$ cat src/rtl/sample_pkg.sv
// Shared types and constants for the test-signal source.
//   sample_t      : 16-bit signed sample type
//   F_CLK_HZ      : system clock rate feeding the source
//   F_SAMPLE_HZ   : nominal sample rate
//   freq_to_word  : converts an output frequency in Hz to a 16-bit phase increment
package sample_pkg;

  typedef logic signed [15:0] sample_t;

  localparam int unsigned F_CLK_HZ    = 1_000_000;
  localparam int unsigned F_SAMPLE_HZ = 40_000;

  // freq_word = hz * 2^16 / f_sample, truncated
  function automatic logic [15:0] freq_to_word(input int unsigned hz);
    return 16'((64'(hz) << 16) / 64'(F_SAMPLE_HZ));
  endfunction

endpackage

$ cat src/rtl/sample_strobe.sv
// Sample-rate divider: counts ck cycles while enabled and raises a one-cycle tick
// every CLK_DIV cycles. Reusable for any downstream decimator.
// Ports:
//   ck     in  system clock, rising edge
//   rst    in  synchronous active-low reset
//   enable in  run/hold; while low the count is held at 0
//   tick   out high on the edge where the count wraps (combinational)
module sample_strobe
  import sample_pkg::*;
#(
  parameter int unsigned CLK_DIV = F_CLK_HZ / F_SAMPLE_HZ
) (
  input  logic ck,
  input  logic rst,
  input  logic enable,
  output logic tick
);

  localparam int unsigned CNT_W = (CLK_DIV > 1) ? $clog2(CLK_DIV) : 1;

  logic [CNT_W-1:0] r_div_cnt;

  // Gated by enable so that dropping enable on the would-be tick edge suppresses it.
  assign tick = enable && (r_div_cnt == CNT_W'(CLK_DIV - 1));

  always_ff @(posedge ck) begin
    if (!rst) begin
      r_div_cnt <= '0;
    end else if (!enable || tick) begin
      r_div_cnt <= '0;
    end else begin
      r_div_cnt <= r_div_cnt + CNT_W'(1);
    end
  end

endmodule

$ cat src/rtl/sample_source.sv
// Programmable test-signal source for the FIR sample input. A phase accumulator
// advances by freq_word once per sample tick; the old phase is mapped to a square
// (or, optionally, triangle) waveform and registered onto `in` together with a
// one-cycle input_ready strobe.
// Optional feature macro: SAMPLE_SOURCE_TRIANGLE_EN adds the wave_sel port and
// the triangle datapath; without it the output is always square.
// Ports:
//   ck          in  system clock, rising edge
//   rst         in  synchronous active-low reset
//   enable      in  run/hold
//   freq_word   in  phase increment per sample
//   wave_sel    in  0 = square, 1 = triangle (triangle build only)
//   in          out current signed sample
//   input_ready out sample strobe, one ck cycle wide
module sample_source
  import sample_pkg::*;
#(
  parameter int unsigned CLK_DIV   = F_CLK_HZ / F_SAMPLE_HZ,
  parameter int unsigned DATA_W    = 16,
  parameter int unsigned PHASE_W   = 16,
  parameter int          AMPLITUDE = 10000
) (
  input  logic                     ck,
  input  logic                     rst,
  input  logic                     enable,
  input  logic [PHASE_W-1:0]       freq_word,
`ifdef SAMPLE_SOURCE_TRIANGLE_EN
  input  logic                     wave_sel,
`endif
  output logic signed [DATA_W-1:0] in,
  output logic                     input_ready
);

  localparam logic signed [DATA_W-1:0] AMP = DATA_W'(AMPLITUDE);

  logic                     w_tick;
  logic [PHASE_W-1:0]       r_phase;
  logic signed [DATA_W-1:0] r_in;
  logic                     r_input_ready;
  logic signed [DATA_W-1:0] w_square;
  logic signed [DATA_W-1:0] w_wave;

`ifdef SAMPLE_SOURCE_TRIANGLE_EN
  localparam logic [PHASE_W-1:0] HALF = {1'b1, {(PHASE_W-1){1'b0}}};

  logic [PHASE_W-1:0]       w_lo;
  logic [PHASE_W-1:0]       w_fold;
  logic [31:0]              w_prod;
  logic signed [DATA_W-1:0] w_tri;
`endif

  sample_strobe #(
    .CLK_DIV (CLK_DIV)
  ) u_strobe (
    .ck     (ck),
    .rst    (rst),
    .enable (enable),
    .tick   (w_tick)
  );

  always_comb begin
    w_square = r_phase[PHASE_W-1] ? -AMP : AMP;
    w_wave   = w_square;
`ifdef SAMPLE_SOURCE_TRIANGLE_EN
    // Fold the phase into a 0..HALF ramp, then scale to -AMP..+AMP.
    w_lo   = {1'b0, r_phase[PHASE_W-2:0]};
    w_fold = r_phase[PHASE_W-1] ? (HALF - w_lo) : w_lo;
    w_prod = 32'(2 * AMPLITUDE) * 32'(w_fold);
    w_tri  = $signed(DATA_W'(w_prod >> (PHASE_W - 1))) - AMP;
    if (wave_sel) begin
      w_wave = w_tri;
    end
`endif
  end

  // freq_word and wave_sel only matter on the tick edge.
  always_ff @(posedge ck) begin
    if (!rst) begin
      r_phase       <= '0;
      r_in          <= '0;
      r_input_ready <= 1'b0;
    end else if (w_tick) begin
      r_in          <= w_wave;
      r_phase       <= r_phase + freq_word;
      r_input_ready <= 1'b1;
    end else begin
      r_input_ready <= 1'b0;
    end
  end

  assign in          = r_in;
  assign input_ready = r_input_ready;

endmodule

$ cat config.mk
export PLATFORM = sky130hd
export DESIGN_NAME = sample_source
export DESIGN_NICKNAME = d
export VERILOG_FILES = /design/src/rtl/sample_pkg.sv /design/src/rtl/sample_strobe.sv /design/src/rtl/sample_source.sv
export SDC_FILE = /design/constraint.sdc
export NUM_CORES = 1
export LEC_CHECK = 0
export ABC_CLOCK_PERIOD_IN_PS = 3100
export CORE_ASPECT_RATIO = 2
export CORE_MARGIN = 10
export CORE_UTILIZATION = 55
export CTS_BUF_LIST = sky130_fd_sc_hd__clkbuf_16
export DETAILED_ROUTE_END_ITERATION = 7
export DONT_BUFFER_PORTS = 1
export GPL_ROUTABILITY_DRIVEN = 0
export PLACE_DENSITY_LB_ADDON = 0.2
export SLEW_MARGIN = 20
export SYNTH_ARGS = -nofsm -noshare
export SYNTH_HDL_FRONTEND = slang
export SYNTH_SLANG_ARGS = --single-unit
$ cat constraint.sdc
create_clock -name ck -period 3.1 [get_ports ck]
set_clock_uncertainty 0.2 [all_clocks]
set_input_delay 0.62 -clock ck [delete_from_list [all_inputs] [get_ports ck]]
set_output_delay 0.62 -clock ck [all_outputs]
set_load 0.01 [all_outputs]
==> flow_metrics.py, run 1 <==
metrics = {
    "setup_path": {
        "r2r-start": "r_phase[0]$_SDFFE_PN0P_",
        "cp-start-kind": "input port",
        "cp.required_ps": 3080,
        "reg2reg_to": "r_phase[12]$_SDFFE_PN0P_",
        "crit_type": "input port to flip-flop",
        "reg2reg_depth": 8,
        "end_kind": "flip-flop",
        "critPathMaxFanout": 3,
        "arrival_ps": 2490,
        "worstSetupStartpoint": "freq_word[0]",
        "r2r_slack_ps": 640,
    },
    "synthesis": {
        "synthAdderAreaFrac_pct": 13.62,
        "synthXorXnorAreaFrac_pct": 4.612,
        "synth_warnings": 0,
        "avgSynthCellArea_um2": 8.178,
        "synth_edf_count": 0,
        "synth-simple-area-share_pct": 18.67,
        "synth-compound-area-share_pct": 25.04,
        "synth.area.mux_share_pct": 0,
        "syn_inst": 209,
        "async_flop_share_pct": 0,
        "synth_top_flop_cell": "dfxtp_1",
        "synth_seq_cells": 25,
        "netlist-cell-type-count": 43,
        "synth_top_family_by_area": "compound AO/OA/AOI/OAI gates",
        "synth_seq_area_share_pct": 29.28,
        "synth_area_mm2": 0.001709,
    },
    "sta": {
        "setup_tns_ps": 0,
        "rsz0062_at_grt": "no",
        "slew_violations": 0,
        "fmax_mhz": 398.7,
        "worst_slew_pin_slew_ps": 817.5,
        "maxSlewHeadroom_pct": 45.50,
        "finalSetupViolCount": 0,
        "min_period_over_period_pct": 80.92,
        "hold_viol": 0,
        "fin_crit_ps": 2508,
    },
    "drt": {
        "dr.pass1.iters": 4,
        "drc_errors": 0,
        "wl_per_cell_um": 17.11,
        "wirelength_mm": 3.885,
        "ant_nets": 0,
        "vias": 1424,
        "drt_iter0_drc": 28,
        "post_drt_via_cell_ratio": 6.273,
    },
    "clock_network": {
        "postCtsSetupBuffers": 0,
        "ctsHoldBuffers": 0,
        "numCtsBuffers": 3,
        "clkTransAtPathRegs_ps": 70,
        "clock-sinks": 25,
        "worstSkewPairLatency_ps": 260,
        "clockBufferDepth": 2,
        "clockRootBuffer": "clkbuf_16",
        "postCtsResizedCells": 0,
        "cts_tree": "built",
        "htreeDepth": 1,
    },
    "cells_and_area": {
        "num-nets-final": 235,
        "fill_cells": 272,
        "layout.cells.non_filler": 227,
        "syn_to_final_growth_pct": 0.6589,
        "diodes": 0,
        "post_route_cells_drive_above_1_share_pct": 5.076,
    },
    "placement": {
        "portBuffers": 0,
        "dp_hpwl_mm": 3.003,
        "dp.cells": 223,
    },
    "global_routing": {
        "grt_usage_pct": 13.57,
        "grt_first_pass_wirelength_mm": 6.417,
        "antenna_found_initial": 0,
        "grt_pass1_vias": 1454,
        "gr-total-overflow": 0,
        "grt_max_degree": 24,
    },
    "floorplanning": {
        "core.rowCount": 28,
        "die_h_um": 98.84,
        "coreArea_mm2": 0.002978,
        "start_util_pct": 57.39,
        "dieArea_mm2": 0.005872,
        "pin_count": 36,
        "die_w_um": 59.42,
    },
    "power": {
        "p_leak_nw": 0.6908,
        "power.density_mw_per_mm2": 387.0,
        "ir_worst_vdd_mv": 0.3068,
    },
    "run_status": {
        "status": "finished clean",
    },
    "worst_hold_path": {
        "hold_depth": 2,
        "whs_endpoint": "r_phase[5]$_SDFFE_PN0P_",
        "hold_class": "flip-flop to flip-flop",
        "holdCritStartpoint": "r_phase[5]$_SDFFE_PN0P_",
    },
    "run": {
        "drv_cap": 0,
    },
}
## cell families (layout without fill, tap and decap cells)
kind of cell,after synthesis,count (layout)
AOI/OAI and AO/OA,64,64
xor gates and xnor gates,9,9
adders and majority gates,18,18
buffers and inverters,26,11
DFF,25,25
other,1,4
and+or+nand+nor,66,66
## cell usage in the layout, fill, tap and decap left out, types with 2 or more instances in the layout
cell	instances
nor2_1	17
nor4_1	3
nor3_1	3
o21ai_1	2
nand2_1	21
xor2_1	4
o211ai_1	4
o21a_1	4
a211oi_1	3
o21ai_0	7
inv_1	7
xnor2_1	5
a211oi_2	2
o31ai_1	2
ha_1	17
a211o_1	2
dfxtp_1	25
conb_1	4
or3_1	4
a21oi_1	23
clkbuf_16	3
nand4_1	4
or4_1	2
o2bb2ai_1	2
a21o_1	4
nand3_1	6
## metrics by stage
stage / util [%] / hold WS (ps) / setup WS (ps) / cell area [um^2] / power (mW)
detailed placement: 55.00 / 249.4 / 337.3 / 1638 / 0.3739
global placement: 55.00 / 243.6 / 384.1 / 1638 / 0.3721
CTS: 57.77 / 258.9 / 584.5 / 1720 / 0.6678
global route: 57.77 / 272.6 / 504.1 / 1720 / 0.6877
finish: 57.77 / 257.6 / 591.6 / 1720 / 0.6657
floorplan: - / 229.7 / 459.9 / 1720 / 0.3706
## routing by layer
metal | global-route usage (%) | part of all wire, % | vias to the layer above
met2 | 24.22 | 56 | 30
met5 | 0 | 0 | -
met3 | 3.213 | 5.1 | 13
met1 | 13.18 | 35 | 658
met4 | 7.815 | 3.5 | 0
li1 | - | - | 723
## cell usage after synthesis (all sizes together) (3+ instances only)
master	n	area share, %
xnor2	5	2.6
nand4	4	1.5
o211ai	4	1.8
xor2	4	2.0
ha	17	12
o21ai	9	2.6
clkbuf	6	1.3
buf	13	5.7
o21a	4	1.8
a211oi	5	2.8
a21oi	24	7.7
nor4	3	1.1
nand3	6	1.8
inv	7	1.5
a21o	4	1.8
dfxtp	25	29
nand2	21	4.6
or3	4	1.5
nor2	17	3.7
nor3	3	0.88
## worst max path at each step
stage / endpoint / slack, ps
2_1_floorplan: r_phase[12]$_SDFFE_PN0P_ / 460
3_3_place_gp: r_phase[12]$_SDFFE_PN0P_ / 380
3_5_place_dp: r_phase[12]$_SDFFE_PN0P_ / 340
4_1_cts: r_phase[12]$_SDFFE_PN0P_ / 580
5_1_grt: r_phase[12]$_SDFFE_PN0P_ / 500
6_report: r_phase[12]$_SDFFE_PN0P_ / 590
## area by class of cell
class,instances,area [um^2],share of cell area [%]
Clock buffer,3,75.07,4.364
Inverter,7,26.28,1.527
Clock inverter,1,7.507,0.4364
Sequential cell,25,500.5,29.09
Multi-Input combinational cell,161,1074,62.40
Tap cell,30,37.54,2.182
## flip-flops by register name, summed over array words and instances, names as in the netlist
name and count:
r_phase 16, u_strobe.r_div_cnt 5, in 3, input_ready 1
## where the power goes
group	internal, mW	switching, mW	total (mW)	leakage [nW]
Sequential	0.322	0.00114	0.323	0.202
Clock	0.175	0.123	0.299	0.0371
Combinational	0.0151	0.0285	0.0436	0.452
## worst max-delay path, stage by stage
cell and delay (ps):
ha_1 230, fa_1 420, a21o_1 210, nand4_1 130, a21boi_1 110, or3_1 380, a211o_1 300, o211ai_1 90
Note: power is estimated with default switching activity, not from simulation.
==> run 2: changes to the inputs <==
--- a/config.mk
+++ b/config.mk
@@ -5,7 +5,7 @@
 export SDC_FILE = /design/constraint.sdc
 export NUM_CORES = 1
 export LEC_CHECK = 0
-export ABC_CLOCK_PERIOD_IN_PS = 3100
+export ABC_CLOCK_PERIOD_IN_PS = 2480
 export CORE_ASPECT_RATIO = 2
 export CORE_MARGIN = 10
 export CORE_UTILIZATION = 55
==> constraint.sdc (replaced) <==
create_clock -name ck -period 2.48 [get_ports ck]
set_clock_uncertainty 0.2 [all_clocks]
set_input_delay 0.496 -clock ck [delete_from_list [all_inputs] [get_ports ck]]
set_output_delay 0.496 -clock ck [all_outputs]
set_load 0.01 [all_outputs]
==> run 2 against run 1 <==
Effect of this change:
- critical path depth down 1
- final cell count increased by 4.8%
- combinational power grew 25%
- largest power group unchanged
- global-route usage about the same
- wire length rose by 2.0%
==> flow_metrics.py, run 2 (synthesis results as in run 1) <==
metrics = {
    "setup_path": {
        "cp-start-kind": "flip-flop",
        "arrival_ps": 2350,
        "end_kind": "flip-flop",
        "cp.required_ps": 2470,
        "critPathMaxFanout": 6,
        "crit_type": "flip-flop to flip-flop",
    },
    "placement": {
        "dp.cells": 233,
        "dpl_cell_area_mm2": 0.001715,
        "dp_hpwl_mm": 3.227,
        "portBuffers": 0,
    },
    "global_routing": {
        "grt_pass1_vias": 1463,
        "antenna_found_initial": 0,
        "grt_first_pass_wirelength_mm": 6.541,
        "gr-total-overflow": 0,
        "grt_max_degree": 16,
        "grt_usage_pct": 13.56,
    },
    "sta": {
        "maxSlewHeadroom_pct": 53.52,
        "rsz0062_at_grt": "no",
        "finalSetupViolCount": 0,
        "hold_viol": 0,
        "worst_slew_pin_slew_ps": 696.2,
        "slew_violations": 0,
        "fmax_mhz": 423.5,
        "min_period_over_period_pct": 95.21,
        "fin_crit_ps": 2361,
    },
    "floorplanning": {
        "core.rowCount": 28,
        "pin_count": 36,
        "coreArea_mm2": 0.002978,
        "dieArea_mm2": 0.005872,
        "die_w_um": 59.42,
        "die_h_um": 98.84,
        "start_util_pct": 57.39,
    },
    "clock_network": {
        "clkTransAtPathRegs_ps": 70,
        "numCtsBuffers": 3,
        "worstSkewPairLatency_ps": 260,
        "htreeDepth": 1,
        "cts_tree": "built",
        "clock-sinks": 25,
        "clockRootBuffer": "clkbuf_16",
        "clockBufferDepth": 2,
    },
    "drt": {
        "vias": 1460,
        "ant_nets": 0,
        "post_drt_via_cell_ratio": 6.134,
        "drc_errors": 0,
        "drt_iter0_drc": 28,
        "wl_per_cell_um": 16.65,
        "wirelength_mm": 3.962,
        "dr.pass1.iters": 4,
    },
    "cells_and_area": {
        "fill_cells": 267,
        "final_common_cell": "dfxtp_1",
        "layout.cells.non_filler": 238,
        "num-nets-final": 246,
        "largest_register_ffs": 16,
        "post-route-cell-area_mm2": 0.001818,
        "multi_input_area_mm2": 0.001087,
        "syn_to_final_growth_pct": 6.369,
        "fin_util_pct": 61.05,
        "final_cell_mix": "dfxtp_1 (24), a21oi_1 (22), nand2_1 (21)",
        "diodes": 0,
        "post_route_cells_drive_above_1_share_pct": 11.54,
        "seq_area_um2": 501.7,
        "top_register": "r_phase",
    },
    "run": {
        "drv_cap": 0,
    },
    "power": {
        "p_clk_share_pct": 44.5,
        "p_int_mw": 0.6408,
        "power_frac_comb_pct": 6.6,
        "p_leak_nw": 0.7457,
        "pwr-share-seq_pct": 48.9,
        "power.density_mw_per_mm2": 455.0,
        "swShare_pct": 22.53,
        "switching_power_mw": 0.1863,
        "fin_total_pwr_mw": 0.8272,
        "ir_worst_vdd_mv": 0.3802,
    },
    "worst_hold_path": {
        "hold_class": "input port to flip-flop",
    },
    "run_status": {
        "status": "finished clean",
    },
}
-- run 2: area by class of cell --
cell class	instances	share of cell area [%]
clock inverters	1	0.4129
inverters	7	1.445
repair buffers	11	4.542
multi-input cells	161	59.81
clock buffers	3	4.129
flip-flops and latches	25	27.60
well taps	30	2.065
-- run 2: worst max-delay path: stages (launching register included) --
cell,delay [ps]
dfxtp_1,320
ha_1,360
a211oi_2,270
o211ai_1,120
and3_4,190
o31a_1,280
or4_1,420
a21oi_2,140
-- run 2: power by group through the flow --
stage / clock [mW] / sequential, mW / combinational (mW)
floorplan: 0 / 0.413 / 0.0500
global placement: 0 / 0.413 / 0.0514
detailed placement: 0 / 0.414 / 0.0530
CTS: 0.376 / 0.404 / 0.0533
global route: 0.392 / 0.404 / 0.0612
finish: 0.368 / 0.404 / 0.0547
-- run 2: path summary, 6_finish.rpt --
path | endpoint | startpoint | depth (start not counted) | slack, ps
hold / removal | in[4]$_SDFFE_PN0P_ | rst | 1 | 150
hold reg to reg | r_phase[5]$_SDFFE_PN0P_ | r_phase[5]$_SDFFE_PN0P_ | 2 | 260
setup / recovery | r_phase[15]$_SDFFE_PN0P_ | r_phase[8]$_SDFFE_PN0P_ | 7 | 120
setup reg to reg | r_phase[15]$_SDFFE_PN0P_ | r_phase[8]$_SDFFE_PN0P_ | 7 | 120
-- run 2: metrics by stage --
stage                     setup slack (ps)  setup TNS [ps]  hold slack [ps]
after global routing                 5.090               0            144.2
after detailed placement            -31.05          -50.02            251.3
final                                118.8               0            154.6
after floorplan                      13.91               0            229.7
after CTS                            151.6               0            152.7
after global placement               10.06               0            243.7
-- run 2: repair_timing --
| action | in CTS | in global routing |
|---|---|---|
| gates resized for setup | 0 | 3 |
| endpoints found under the hold margin | 0 | 0 |
| setup endpoints to repair | 0 | 1 |
| setup buffers | 0 | 1 |
| hold buffers | 0 | 0 |
-- run 2: layer usage --
metal	vias up	part of all wire (%)	global-route usage (%)
met5	-	0	0
met1	684	36	13.17
met4	0	2.0	5.506
met3	7	4.7	2.828
met2	27	57	25.50
li1	742	-	-
